**src/rtl/seg7_scan_driver.sv**
```systemverilog
// seg7_scan_driver: time-multiplexed NDIG-digit 7-segment driver with frame-coherent input snapshot
module seg7_scan_driver #(
    parameter int NDIG         = 8,
    parameter int PRESC        = 100000,
    parameter int GUARD        = 2,
    parameter int BLINK_FRAMES = 64
) (
    input  logic              clk,
    input  logic              rst,
    input  logic              en,
    input  logic [4*NDIG-1:0] digits,
    input  logic [NDIG-1:0]   dp,
    input  logic [NDIG-1:0]   dig_en,
    input  logic [NDIG-1:0]   blink,
    input  logic              lz_blank,
    output logic [7:0]        an,
    output logic [7:0]        sgm,
    output logic              frame_start
);
    localparam int PW = $clog2(PRESC);
    localparam int IW = NDIG > 1 ? $clog2(NDIG) : 1;
    localparam int FW = BLINK_FRAMES > 1 ? $clog2(BLINK_FRAMES) : 1;
    localparam logic [6:0] GLYPH [16] = '{
        7'h40, 7'h79, 7'h24, 7'h30, 7'h19, 7'h12, 7'h02, 7'h78,
        7'h00, 7'h10, 7'h08, 7'h03, 7'h46, 7'h21, 7'h06, 7'h0E
    };

    logic [PW-1:0]     presc_q, presc_d;
    logic [IW-1:0]     idx_q, idx_d;
    logic [4*NDIG-1:0] dig_q, dig_d;
    logic [NDIG-1:0]   dp_q, dp_d, den_q, den_d, blink_q, blink_d;
    logic              load_pend_q, load_pend_d;
    logic [FW-1:0]     frame_q, frame_d;
    logic              phase_q, phase_d;
    logic [7:0]        an_q, an_d, sgm_q, sgm_d;
    logic              frame_start_q, frame_start_d;
    logic              tick, last, load, zrun, lz_dark, dark;
    logic [NDIG-1:0]   lead_zero;
    logic [3:0]        cur;

    // Flag digits that are zero along with every more-significant digit
    always_comb begin
        zrun      = 1'b1;
        lead_zero = '0;
        for (int k = NDIG - 1; k >= 0; k--) begin
            zrun         = zrun && dig_q[4*k +: 4] == 4'h0;
            lead_zero[k] = zrun;
        end
    end

    // Scan sequencing, snapshot loading, blink phase and next display outputs
    always_comb begin
        tick          = en && presc_q == PW'(PRESC - 1);
        last          = idx_q == IW'(NDIG - 1);
        load          = (tick && last) || (en && load_pend_q);
        presc_d       = tick ? '0 : presc_q + PW'(en);
        idx_d         = tick ? (last ? '0 : idx_q + 1'b1) : idx_q;
        dig_d         = load ? digits : dig_q;
        dp_d          = load ? dp : dp_q;
        den_d         = load ? dig_en : den_q;
        blink_d       = load ? blink : blink_q;
        load_pend_d   = load_pend_q && !load;
        frame_d       = load ? (frame_q == FW'(BLINK_FRAMES - 1) ? '0 : frame_q + 1'b1) : frame_q;
        phase_d       = phase_q ^ (load && frame_q == FW'(BLINK_FRAMES - 1));
        frame_start_d = load;
        cur           = dig_q[{idx_q, 2'b00} +: 4];
        dark          = !den_q[idx_q] || (blink_q[idx_q] && phase_q);
        lz_dark       = lz_blank && idx_q != '0 && lead_zero[idx_q];
        an_d          = en && presc_q >= PW'(GUARD) ? ~(8'd1 << idx_q) : 8'hFF;
        sgm_d         = !en || dark ? 8'hFF : {~dp_q[idx_q], lz_dark ? 7'h7F : GLYPH[cur]};
    end

    // State and registered outputs; reset darkens the display immediately
    always_ff @(posedge clk or negedge rst) begin
        if (!rst) begin
            presc_q       <= '0;
            idx_q         <= '0;
            dig_q         <= '0;
            dp_q          <= '0;
            den_q         <= '0;
            blink_q       <= '0;
            load_pend_q   <= 1'b1;
            frame_q       <= '0;
            phase_q       <= 1'b0;
            an_q          <= 8'hFF;
            sgm_q         <= 8'hFF;
            frame_start_q <= 1'b0;
        end else begin
            presc_q       <= presc_d;
            idx_q         <= idx_d;
            dig_q         <= dig_d;
            dp_q          <= dp_d;
            den_q         <= den_d;
            blink_q       <= blink_d;
            load_pend_q   <= load_pend_d;
            frame_q       <= frame_d;
            phase_q       <= phase_d;
            an_q          <= an_d;
            sgm_q         <= sgm_d;
            frame_start_q <= frame_start_d;
        end
    end

    assign an          = an_q;
    assign sgm         = sgm_q;
    assign frame_start = frame_start_q;
endmodule

```
**config.mk**
```make
export PLATFORM = sky130hd
export DESIGN_NAME = seg7_scan_driver
export DESIGN_NICKNAME = d
export VERILOG_FILES = /design/src/rtl/seg7_scan_driver.sv
export SDC_FILE = /design/constraint.sdc
export NUM_CORES = 1
export LEC_CHECK = 0
export BUFFER_PORTS_ARGS = -buffer_cell sky130_fd_sc_hd__buf_2
export CAP_MARGIN = 20
export CORE_UTILIZATION = 50
export DETAILED_ROUTE_END_ITERATION = 8
export GPL_TIMING_DRIVEN = 0
export PLACE_DENSITY_LB_ADDON = 0.3
export SETUP_SLACK_MARGIN = 0.3
export SLEW_MARGIN = 15
export SYNTH_ARGS = -nofsm -noshare
export SYNTH_HDL_FRONTEND = slang
export SYNTH_SLANG_ARGS = --single-unit
```
**constraint.sdc**
```tcl
create_clock -name clk -period 2.35 [get_ports clk]
set_input_delay 0.47 -clock clk [delete_from_list [all_inputs] [get_ports clk]]
set_output_delay 0.47 -clock clk [all_outputs]
set_load 0.02 [all_outputs]
```
==> impl_metrics.yaml, run 1 <==
min_path:
  min_from: "digits[13]"
  hold_path_class: "primary input to flip-flop"
  hold_path_end: "dig_q[13]$_DFFE_PN0N_"
  count_of_cells_along_the_worst_hold_path: 2
yosys:
  post-synth-top-count-cell: "sky130_fd_sc_hd__dfrtp_1"
  synth_edf_count: 0
  synth_compound_gate_area_share: 0.0446
  dominant_combinational_cell_family_by_area_after_synthesis: "multiplexers"
  post_synth.cell_area_avg_um2: 13.1
  synthArstFlopShare: 1.00
  ys.flop_type: "sky130_fd_sc_hd__dfrtp_1"
  synth_sequential_area_ratio: 0.531
  synth_warnings: 0
  synthDistinctLibCells: 41
  synth.top_cell.area_share: 0.438
  yosysTopAreaCell: "sky130_fd_sc_hd__dfrtp_1"
  synth_fp_nets: 440
  synth-adder-area-share: 0.0391
  synth.area.top_cells: "sky130_fd_sc_hd__dfrtp_1, sky130_fd_sc_hd__mux2_2, sky130_fd_sc_hd__dfstp_2, sky130_fd_sc_hd__mux4_2, sky130_fd_sc_hd__ha_1"
  postSynthRegisterBits: 101
  instance_count_of_the_mapped_netlist: 365
  synthSimpleGateAreaFrac: 0.102
  post_synth_mux_area_share: 0.228
  synth_area_um2: 4800
  synth.top_cells.by_count: "sky130_fd_sc_hd__dfrtp_1, sky130_fd_sc_hd__mux2_2, sky130_fd_sc_hd__nand2_1"
  synth_xor_xnor_area_share: 0.0310
power:
  power.internal_mw: 2.39
  power.clock.fraction: 0.309
  switchingPower_mw: 0.879
  share_comb_of_total_power: 0.121
  leakage_nw: 2.97
  power_density_nw_per_um2: 528
  seq_power_share: 0.570
  power_switching_share: 0.269
  vdd_drop_max_uv: 356
global_routing:
  grt_first_pass_wirelength_um: 16900
  grt_overflow_total: 0
  grt_use_total: 0.221
  grt_start_max_net_pins: 67
  grt_antenna_before_repair: 0
  number_of_global_route_vias_before_repair: 3445
floorplanning:
  floorplan.die.height_um: 100
  die_wd_um: 100
  num_rows: 35
  start_util: 0.517
  core_area_um2: 9280
  die_area_um2: 9990
  boundaryPins: 77
worst_setup_path:
  critical_path_arrival_ns: 2.40
  critical_path_peak_fanout: 7
  setup.worst_path.start_class: "flip-flop"
  worst-r2r-cell-count: 7
  capture_point_of_the_worst_reg_to_reg_path: "sgm[3]$_DFF_PN1_"
  required_worst_endpoint_ns: 2.63
  r2r_slack_ns: 0.23
  path_class: "flip-flop to flip-flop"
  regToRegStartpoint: "idx_q[1]$_DFFE_PN0P_"
  worstSetupEndpointType: "flip-flop"
timing:
  max_freq_mhz: 472
  final.setup.tns_ns: 0
  finalClockSkew_ns: 0.0216
  worstMarginPinSlew_ns: 0.501
  finalMaxSlewViolations: 0
  timing.final.setup_violations: 0
  slew_headroom: 0.665
  unrepaired_setup_endpoints_after_global_routing: "yes"
  min_period_ns: 2.12
  timing.final.hold_violations: 0
  final.period_utilization: 0.902
  worst_hold_slack_ns: 0.318
routing:
  drt_iter0_markers: 120
  dr_total_vias: 3347
  detail_route.wl_per_cell_um: 17.0
  drt_first_pass_iters: 4
  post_drt_via_cell_ratio: 5.37
  drtAntennaViolNets: 0
  routed_wirelength_um: 10600
  drc: 0
placed_design:
  place.detailed.instances: 571
  port_buffers: 76
  gp_congestion: 0.844
  dp.final_hpwl_um: 6980
cells_and_area:
  layout-drive-gt1-share: 0.536
  net_count_final: 564
  fillers: 715
  antenna_cells_inserted: 0
  syn_to_final_growth_pct: 28.8
  stdcell_count: 623
clock_tree:
  cts_max_path_buffers: 2
  cts_sinks: 101
  clockRootBuffer: "sky130_fd_sc_hd__clkbuf_8"
  cts.reportedPaths.clkPinSlew_ns: 0.11
  tritoncts: "done"
  numCtsBuffers: 9
  clkLatencyLatePin_ns: 0.37
  htree_num_levels: 3
flow_run:
  timing.max_cap.violations: 0
outcome:
  status: "finished clean"
[routing by layer]
metal | track usage | vias to the layer above | share of wire
met4 | 0.0871 | 0 | 0.015
met1 | 0.298 | 1676 | 0.44
met2 | 0.360 | 91 | 0.50
met5 | 0 | - | 0
li1 | - | 1565 | -
met3 | 0.0376 | 15 | 0.046
[through the flow]
stage / power [mW] / worst slack [ns] / util / area [um^2]
final: 3.27 / 0.229 / 0.666 / 6180
after global routing: 3.41 / 0.178 / 0.666 / 6180
after CTS: 3.25 / 0.229 / 0.628 / 5830
after detailed placement: 2.19 / -0.185 / 0.580 / 5390
after global placement: 2.17 / -0.176 / 0.577 / 5350
after floorplan: 2.05 / 0.285 / - / 4810
[flip-flops by register name (all words and copies together), names as in the netlist]
name / cells
dp_q: 8
load_pend_q: 1
presc_q: 17
dig_q: 32
frame_start: 1
den_q: 8
an: 8
idx_q: 3
sgm: 8
frame_q: 6
phase_q: 1
blink_q: 8
[worst max-delay path, cell delays in order (launching register included)]
cell,delay (ns)
sky130_fd_sc_hd__dfrtp_1,0.39
sky130_fd_sc_hd__buf_8,0.16
sky130_fd_sc_hd__mux4_2,0.53
sky130_fd_sc_hd__mux2_4,0.32
sky130_fd_sc_hd__inv_4,0.08
sky130_fd_sc_hd__ha_4,0.19
sky130_fd_sc_hd__a211o_1,0.25
sky130_fd_sc_hd__o211ai_1,0.10
[power groups by stage]
stage          Clock, mW  Combinational [mW]  Sequential [mW]
2_1_floorplan          0               0.151             1.90
3_3_place_gp           0               0.268             1.91
3_5_place_dp           0               0.282             1.90
4_1_cts             1.03               0.374             1.85
5_1_grt             1.10               0.439             1.87
6_report            1.01               0.395             1.86
[kinds of logic (layout without fill, tap and decap cells)]
logic type / Yosys count / after routing
buffers and inverters: 22 / 151
adder cells (fa/ha/maj): 15 / 15
multiplexers: 80 / 80
AO/OA/AOI/OAI: 32 / 32
flip-flops: 101 / 101
XOR/XNOR: 17 / 17
AND/OR/NAND/NOR: 98 / 98
[layout by cell type, fill, tap and decap left out, types with 3 or more instances in the layout]
master	netlist	layout
sky130_fd_sc_hd__o221ai_2	0	3
sky130_fd_sc_hd__nor4_1	10	9
sky130_fd_sc_hd__clkbuf_8	0	12
sky130_fd_sc_hd__ha_2	0	5
sky130_fd_sc_hd__dfstp_2	17	17
sky130_fd_sc_hd__nor2_1	18	17
sky130_fd_sc_hd__nor3_1	5	4
sky130_fd_sc_hd__mux4_2	14	14
sky130_fd_sc_hd__buf_6	3	7
sky130_fd_sc_hd__xnor2_1	8	8
sky130_fd_sc_hd__nand3_1	11	9
sky130_fd_sc_hd__mux2_2	48	47
sky130_fd_sc_hd__nor2b_1	4	4
sky130_fd_sc_hd__clkinvlp_4	0	3
sky130_fd_sc_hd__ha_4	0	3
sky130_fd_sc_hd__mux2_4	12	13
sky130_fd_sc_hd__nand2b_1	5	5
sky130_fd_sc_hd__dfrtp_1	84	82
sky130_fd_sc_hd__o21ai_0	10	7
sky130_fd_sc_hd__a21oi_1	5	3
sky130_fd_sc_hd__mux2i_1	6	4
sky130_fd_sc_hd__ha_1	15	7
sky130_fd_sc_hd__nand2_1	29	28
sky130_fd_sc_hd__xor2_1	9	9
sky130_fd_sc_hd__buf_2	7	75
sky130_fd_sc_hd__nand3_2	1	3
sky130_fd_sc_hd__buf_8	0	5
sky130_fd_sc_hd__o211ai_1	3	3
sky130_fd_sc_hd__inv_1	7	4
sky130_fd_sc_hd__buf_4	0	28
sky130_fd_sc_hd__nand4_1	5	5
sky130_fd_sc_hd__and2_1	4	4
[cell type report]
type	count	area, um^2	area share
Timing Repair Buffer	113	769	0.124
Multi-Input combinational cell	242	2310	0.374
Inverter	8	36.3	0.00587
Clock inverter	6	45.0	0.00729
Tap cell	129	161	0.0261
Sequential cell	101	2550	0.413
Buffer	14	179	0.0289
Clock buffer	10	128	0.0206
[worst max-delay path by stage]
stage / end / slack, ns / startpoint / depth (start not counted)
final: sgm[3]$_DFF_PN1_ / 0.23 / idx_q[1]$_DFFE_PN0P_ / 7
after global routing: sgm[3]$_DFF_PN1_ / 0.18 / idx_q[2]$_DFFE_PN0P_ / 9
after CTS: sgm[3]$_DFF_PN1_ / 0.23 / idx_q[1]$_DFFE_PN0P_ / 7
after detailed placement: sgm[5]$_DFF_PN1_ / -0.19 / idx_q[1]$_DFFE_PN0P_ / 7
after global placement: dig_q[3]$_DFFE_PN0N_ / -0.18 / rst / 1
after floorplan: sgm[3]$_DFF_PN1_ / 0.28 / idx_q[0]$_DFFE_PN0P_ / 8
[timing repair]
action,CTS,global route
cloned,1,2
endpoints found under the hold margin,17,0
resized for setup,27,45
hold buffers,1,0
setup buffers,19,13
setup endpoints to repair,73,70
pin swaps,5,13
Power figures use the tool's default switching activity.
==> run 2, diff against run 1 <==
Settings changed: MAX_ROUTING_LAYER set to met4.
==> run 2 against run 1 <==
Flip-flop and latch count is the same. Largest power group unchanged. Largest cell class unchanged. First-iteration DRC count grew 8.3%. Register-to-register slack is essentially flat.
==> impl_metrics.yaml, run 2 (synthesis gave the netlist of run 1 again) <==
floorplanning:
  die_wd_um: 100
  core_area_um2: 9280
  floorplan.die.height_um: 100
  boundaryPins: 77
  num_rows: 35
  die_area_um2: 9990
  start_util: 0.517
timing:
  timing.final.hold_violations: 0
  final.period_utilization: 0.904
  finalMaxSlewViolations: 0
  max_freq_mhz: 471
  worst_hold_slack_ns: 0.321
  slew_headroom: 0.666
  finalClockSkew_ns: 0.0215
  min_period_ns: 2.12
  worstMarginPinSlew_ns: 0.499
  unrepaired_setup_endpoints_after_global_routing: "yes"
  timing.final.setup_violations: 0
min_path:
  min_from: "digits[13]"
  hold_path_class: "primary input to flip-flop"
flow_run:
  timing.max_cap.violations: 0
placed_design:
  dpl_cell_area_um2: 5390
  port_buffers: 76
  place.detailed.instances: 571
  gp_congestion: 0.858
  dp.final_hpwl_um: 6980
worst_setup_path:
  worstSetupEndpointType: "flip-flop"
  setup.worst_path.start_class: "flip-flop"
  path_class: "flip-flop to flip-flop"
  regToRegStartpoint: "idx_q[1]$_DFFE_PN0P_"
  required_worst_endpoint_ns: 2.62
  critical_path_peak_fanout: 7
  critical_path_arrival_ns: 2.40
  crit_start: "idx_q[1]$_DFFE_PN0P_"
clock_tree:
  cts.reportedPaths.clkPinSlew_ns: 0.11
  tritoncts: "done"
  numCtsBuffers: 9
  htree_num_levels: 3
  cts_max_path_buffers: 2
  clockRootBuffer: "sky130_fd_sc_hd__clkbuf_8"
  clkLatencyLatePin_ns: 0.37
  cts_sinks: 101
power:
  power_density_nw_per_um2: 528
  leakage_nw: 2.97
  vdd_drop_max_uv: 356
  p_total_mw: 3.26
routing:
  dr_total_vias: 3374
  drt_first_pass_iters: 4
  drc: 0
  drtAntennaViolNets: 0
  post_drt_via_cell_ratio: 5.42
  drt_iter0_markers: 130
  routed_wirelength_um: 10600
  detail_route.wl_per_cell_um: 17.0
global_routing:
  grt_first_pass_wirelength_um: 16900
  grt_use_total: 0.228
  grt_start_max_net_pins: 67
  number_of_global_route_vias_before_repair: 3452
  grt_antenna_before_repair: 0
  grt_overflow_total: 0
outcome:
  status: "finished clean"
cells_and_area:
  net_count_final: 564
  final_core_utilization: 0.666
  mostFrequentLayoutCells: "sky130_fd_sc_hd__dfrtp_1, sky130_fd_sc_hd__buf_2, sky130_fd_sc_hd__mux2_2"
  layout_commonest_cell: "sky130_fd_sc_hd__dfrtp_1"
  registers.top_by_ff_count: "dig_q"
  post-route-cell-area_um2: 6180
  stdcell_count: 623
  antenna_cells_inserted: 0
  syn_to_final_growth_pct: 28.8
  fillers: 715
  reg.largest.list: "dig_q: 32 flops, presc_q: 17 flops"
  largest_register_ff_count: 32
  layout-drive-gt1-share: 0.536
## run 2: cell counts in the layout (fill, tap and decap cells not counted)
No cell type changed its count.
## run 2: layer usage
metal,routed length (um),track usage,up-vias
met1,4740,0.301,1704
met2,5280,0.359,85
li1,-,-,1564
met4,195,0.0871,0
met5,0,-,-
met3,383,0.0334,21
## run 2: report_power, final
group	switching, mW	leakage, nW	internal, mW
clock	0.616	0.0793	0.391
combinational	0.202	1.56	0.192
sequential	0.0577	1.33	1.80
total	0.875	2.97	2.39
## run 2: worst paths after layout
| check | to | slack, ns | cells after the start |
|---|---|---|---|
| max reg2reg | sgm[3]$_DFF_PN1_ | 0.23 | 7 |
| min | dig_q[13]$_DFFE_PN0N_ | 0.32 | 2 |
| min reg2reg | frame_q[5]$_DFFE_PN0N_ | 0.48 | 1 |
| max | sgm[3]$_DFF_PN1_ | 0.23 | 7 |
| max in group asynchronous | load_pend_q$_DFF_PN1_ | 1.13 | 3 |
| min in group asynchronous | presc_q[15]$_DFF_PN0_ | 0.55 | 2 |
## run 2: repair_timing
action	4_1_cts	5_1_grt
gates resized for setup	27	45
hold buffers	1	0
setup buffers	19	13
pin swaps	5	13
hold endpoints to repair	17	0
gates cloned	1	2
setup endpoints to repair	73	70
## run 2: critical path, stage by stage (launching register included)
cell and delay (ns):
sky130_fd_sc_hd__dfrtp_1 0.39, sky130_fd_sc_hd__buf_8 0.16, sky130_fd_sc_hd__mux4_2 0.53, sky130_fd_sc_hd__mux2_4 0.32
sky130_fd_sc_hd__inv_4 0.08, sky130_fd_sc_hd__ha_4 0.19, sky130_fd_sc_hd__a211o_1 0.25, sky130_fd_sc_hd__o211ai_1 0.10
## run 2: per-stage QoR
stage | setup slack [ns] | setup TNS, ns
2_1_floorplan | 0.285 | 0
3_3_place_gp | -0.176 | -15.22
3_5_place_dp | -0.185 | -1.04
4_1_cts | 0.229 | 0
5_1_grt | 0.180 | 0
6_report | 0.226 | 0
## run 2: final cells by class
type	instances	area [um^2]	share of cell area
sequential	101	2550	0.413
multi-input combinational	242	2310	0.374
timing repair buffer	113	769	0.124
buffer	14	179	0.0289
tap	129	161	0.0261
clock buffer	10	128	0.0206
clock inverter	6	45.0	0.00729
inverter	8	36.3	0.00587
==> run 3, diff against run 2 <==
Settings changed: CORE_UTILIZATION 50 to 30.
==> run 3 against run 2 <==
Register-to-register slack is essentially flat. Flip-flop and latch count stayed put. Cell area increased by 5.0%. Wire length increased by 6.9%. Via count is 0.68% lower. Global-route usage is 7.7 points lower. Clock power grew 65%. Largest cell class unchanged. The flow now finishes with violations (negative hold slack). Highest routed layer unchanged. Largest power group unchanged.
==> impl_metrics.yaml, run 3 (synthesis gave the netlist of run 1 again) <==
worst_setup_path:
  path_cells: "buf_8 > mux4_2 > mux2_4 > inv_4 > ha_4 > a211o_1 > o211ai_1"
  critical_path_peak_fanout: 8
  crit_slowest_cell: "sky130_fd_sc_hd__mux4_2"
  setup.worst_path.start_class: "flip-flop"
  path_class: "flip-flop to flip-flop"
  worstSetupEndpointType: "flip-flop"
  required_worst_endpoint_ns: 2.61
  critical_path_arrival_ns: 2.39
  max_stage_delay_ns: 0.52
floorplanning:
  num_rows: 45
  start_util: 0.311
  die_area_um2: 16500
  die_wd_um: 128
  core_area_um2: 15400
  floorplan.die.height_um: 128
  boundaryPins: 77
power:
  p_total_mw: 3.91
  vdd_drop_max_uv: 393
  power_density_nw_per_um2: 603
  leakage_nw: 3.10
min_path:
  hold_path_class: "primary input to asynchronous set/reset pin"
cells_and_area:
  final_core_utilization: 0.421
  antenna_cells_inserted: 0
  layout_commonest_cell: "sky130_fd_sc_hd__dfrtp_1"
  reg.largest.list: "dig_q: 32 flops, presc_q: 17 flops"
  net_count_final: 559
  regArea_um2: 2550
  syn_to_final_growth_pct: 35.3
  largest_register_ff_count: 32
  mostFrequentLayoutCells: "sky130_fd_sc_hd__dfrtp_1, sky130_fd_sc_hd__buf_2, sky130_fd_sc_hd__mux2_2"
  area_occupied_by_multi_input_gates_um2: 2350
  post-route-cell-area_um2: 6490
  layout-drive-gt1-share: 0.540
  fillers: 1473
  registers.top_by_ff_count: "dig_q"
clock_tree:
  cts_sinks: 101
  cts.reportedPaths.clkPinSlew_ns: 0.07
  tritoncts: "done"
  clockRootBuffer: "sky130_fd_sc_hd__clkbuf_16"
  cts_max_path_buffers: 2
  cts_hold_repair.buffers: 0
  numCtsBuffers: 9
  clkLatencyLatePin_ns: 0.35
  htree_num_levels: 3
timing:
  slew_headroom: 0.706
  worst_hold_slack_ns: -0.000431
  finalClockSkew_ns: 0.00869
  max_freq_mhz: 471
  timing.final.setup_violations: 0
  unrepaired_setup_endpoints_after_global_routing: "yes"
  finalMaxSlewViolations: 0
  timing.final.hold_violations: 2
  final.period_utilization: 0.904
  worstMarginPinSlew_ns: 0.439
  min_period_ns: 2.13
placed_design:
  dpl_cell_area_um2: 5490
  port_buffers: 76
  dp.final_hpwl_um: 7890
  gp_congestion: 0.767
routing:
  routed_wirelength_um: 11300
  detail_route.wl_per_cell_um: 16.2
  drt_first_pass_iters: 4
  drc: 0
  post_drt_via_cell_ratio: 4.79
  dr_total_vias: 3351
  drtAntennaViolNets: 0
  drt_iter0_markers: 155
global_routing:
  grt_first_pass_wirelength_um: 18100
  grt_use_total: 0.150
  grt_overflow_total: 0
  grt_antenna_before_repair: 0
  grt_start_max_net_pins: 66
  number_of_global_route_vias_before_repair: 3507
outcome:
  violations: "negative hold slack"
  status: "complete, but fails checks"
flow_run:
  timing.max_cap.violations: 0
run 3: cell count changes in the layout (fill, tap and decap cells not counted), sizes merged:
cell / delta
buf: -3
inv: -1
bufinv: +2
dlygate4sd3: -1
clkinvlp: -2
run 3: final cells by class:
type	instances	area share
plain buffers	14	0.0303
clock buffers	11	0.0391
clock inverters	5	0.0125
inverters	8	0.00559
multi-input cells	242	0.362
flip-flops and latches	101	0.394
well taps	211	0.0407
repair buffers	108	0.116
run 3: stage by stage:
stage                     setup WS [ns]  instances  setup TNS (ns)
after CTS                         0.236        692               0
after floorplan                   0.285        365               0
final                             0.225        700               0
after global placement           -0.214        652          -18.63
after detailed placement         -0.261        653           -1.51
after global routing              0.170        700               0
run 3: repair_timing:
| item | 4_1_cts | 5_1_grt |
|---|---|---|
| hold endpoints to repair | 0 | 0 |
| buffers inserted | 21 | 5 |
| gates cloned | 2 | 3 |
| endpoints found under the setup margin | 81 | 79 |
| pin swaps | 5 | 11 |
| resized for setup | 47 | 35 |
run 3: power breakdown:
part / total (mW) / internal, mW / switching (mW)
clock: 1.67 / 1.00 / 0.666
sequential: 1.87 / 1.81 / 0.0599
combinational: 0.381 / 0.181 / 0.201
run 3: layer usage:
metal,part of all wire,global-route usage,routed length [um]
met1,0.46,0.185,5160
met2,0.49,0.241,5570
met3,0.038,0.0349,428
met4,0.015,0.0547,171
met5,0,-,0
run 3: final timing paths:
check                                        from                      to  slack [ns]  depth (start not counted)
min                                           rst     dp_q[5]$_DFFE_PN0N_     -0.0004                          1
max                          idx_q[1]$_DFFE_PN0P_        sgm[3]$_DFF_PN1_        0.22                          7
min reg2reg                frame_q[4]$_DFFE_PN0N_  frame_q[4]$_DFFE_PN0N_        0.49                          1
min in group clk                            dp[5]     dp_q[5]$_DFFE_PN0N_        0.34                          2
max in group asynchronous                     rst        sgm[4]$_DFF_PN1_        1.67                          2
max reg2reg                  idx_q[1]$_DFFE_PN0P_        sgm[3]$_DFF_PN1_        0.22                          7
run 3: worst max-delay path: cells and delay by family, from the launching register on:
kind                     cells  cell delay (ns)
buffers and inverters        2             0.24
multiplexers                 2             0.84
flip-flops                   1             0.38
AO/OA/AOI/OAI                2             0.38
adder cells (fa/ha/maj)      1             0.19
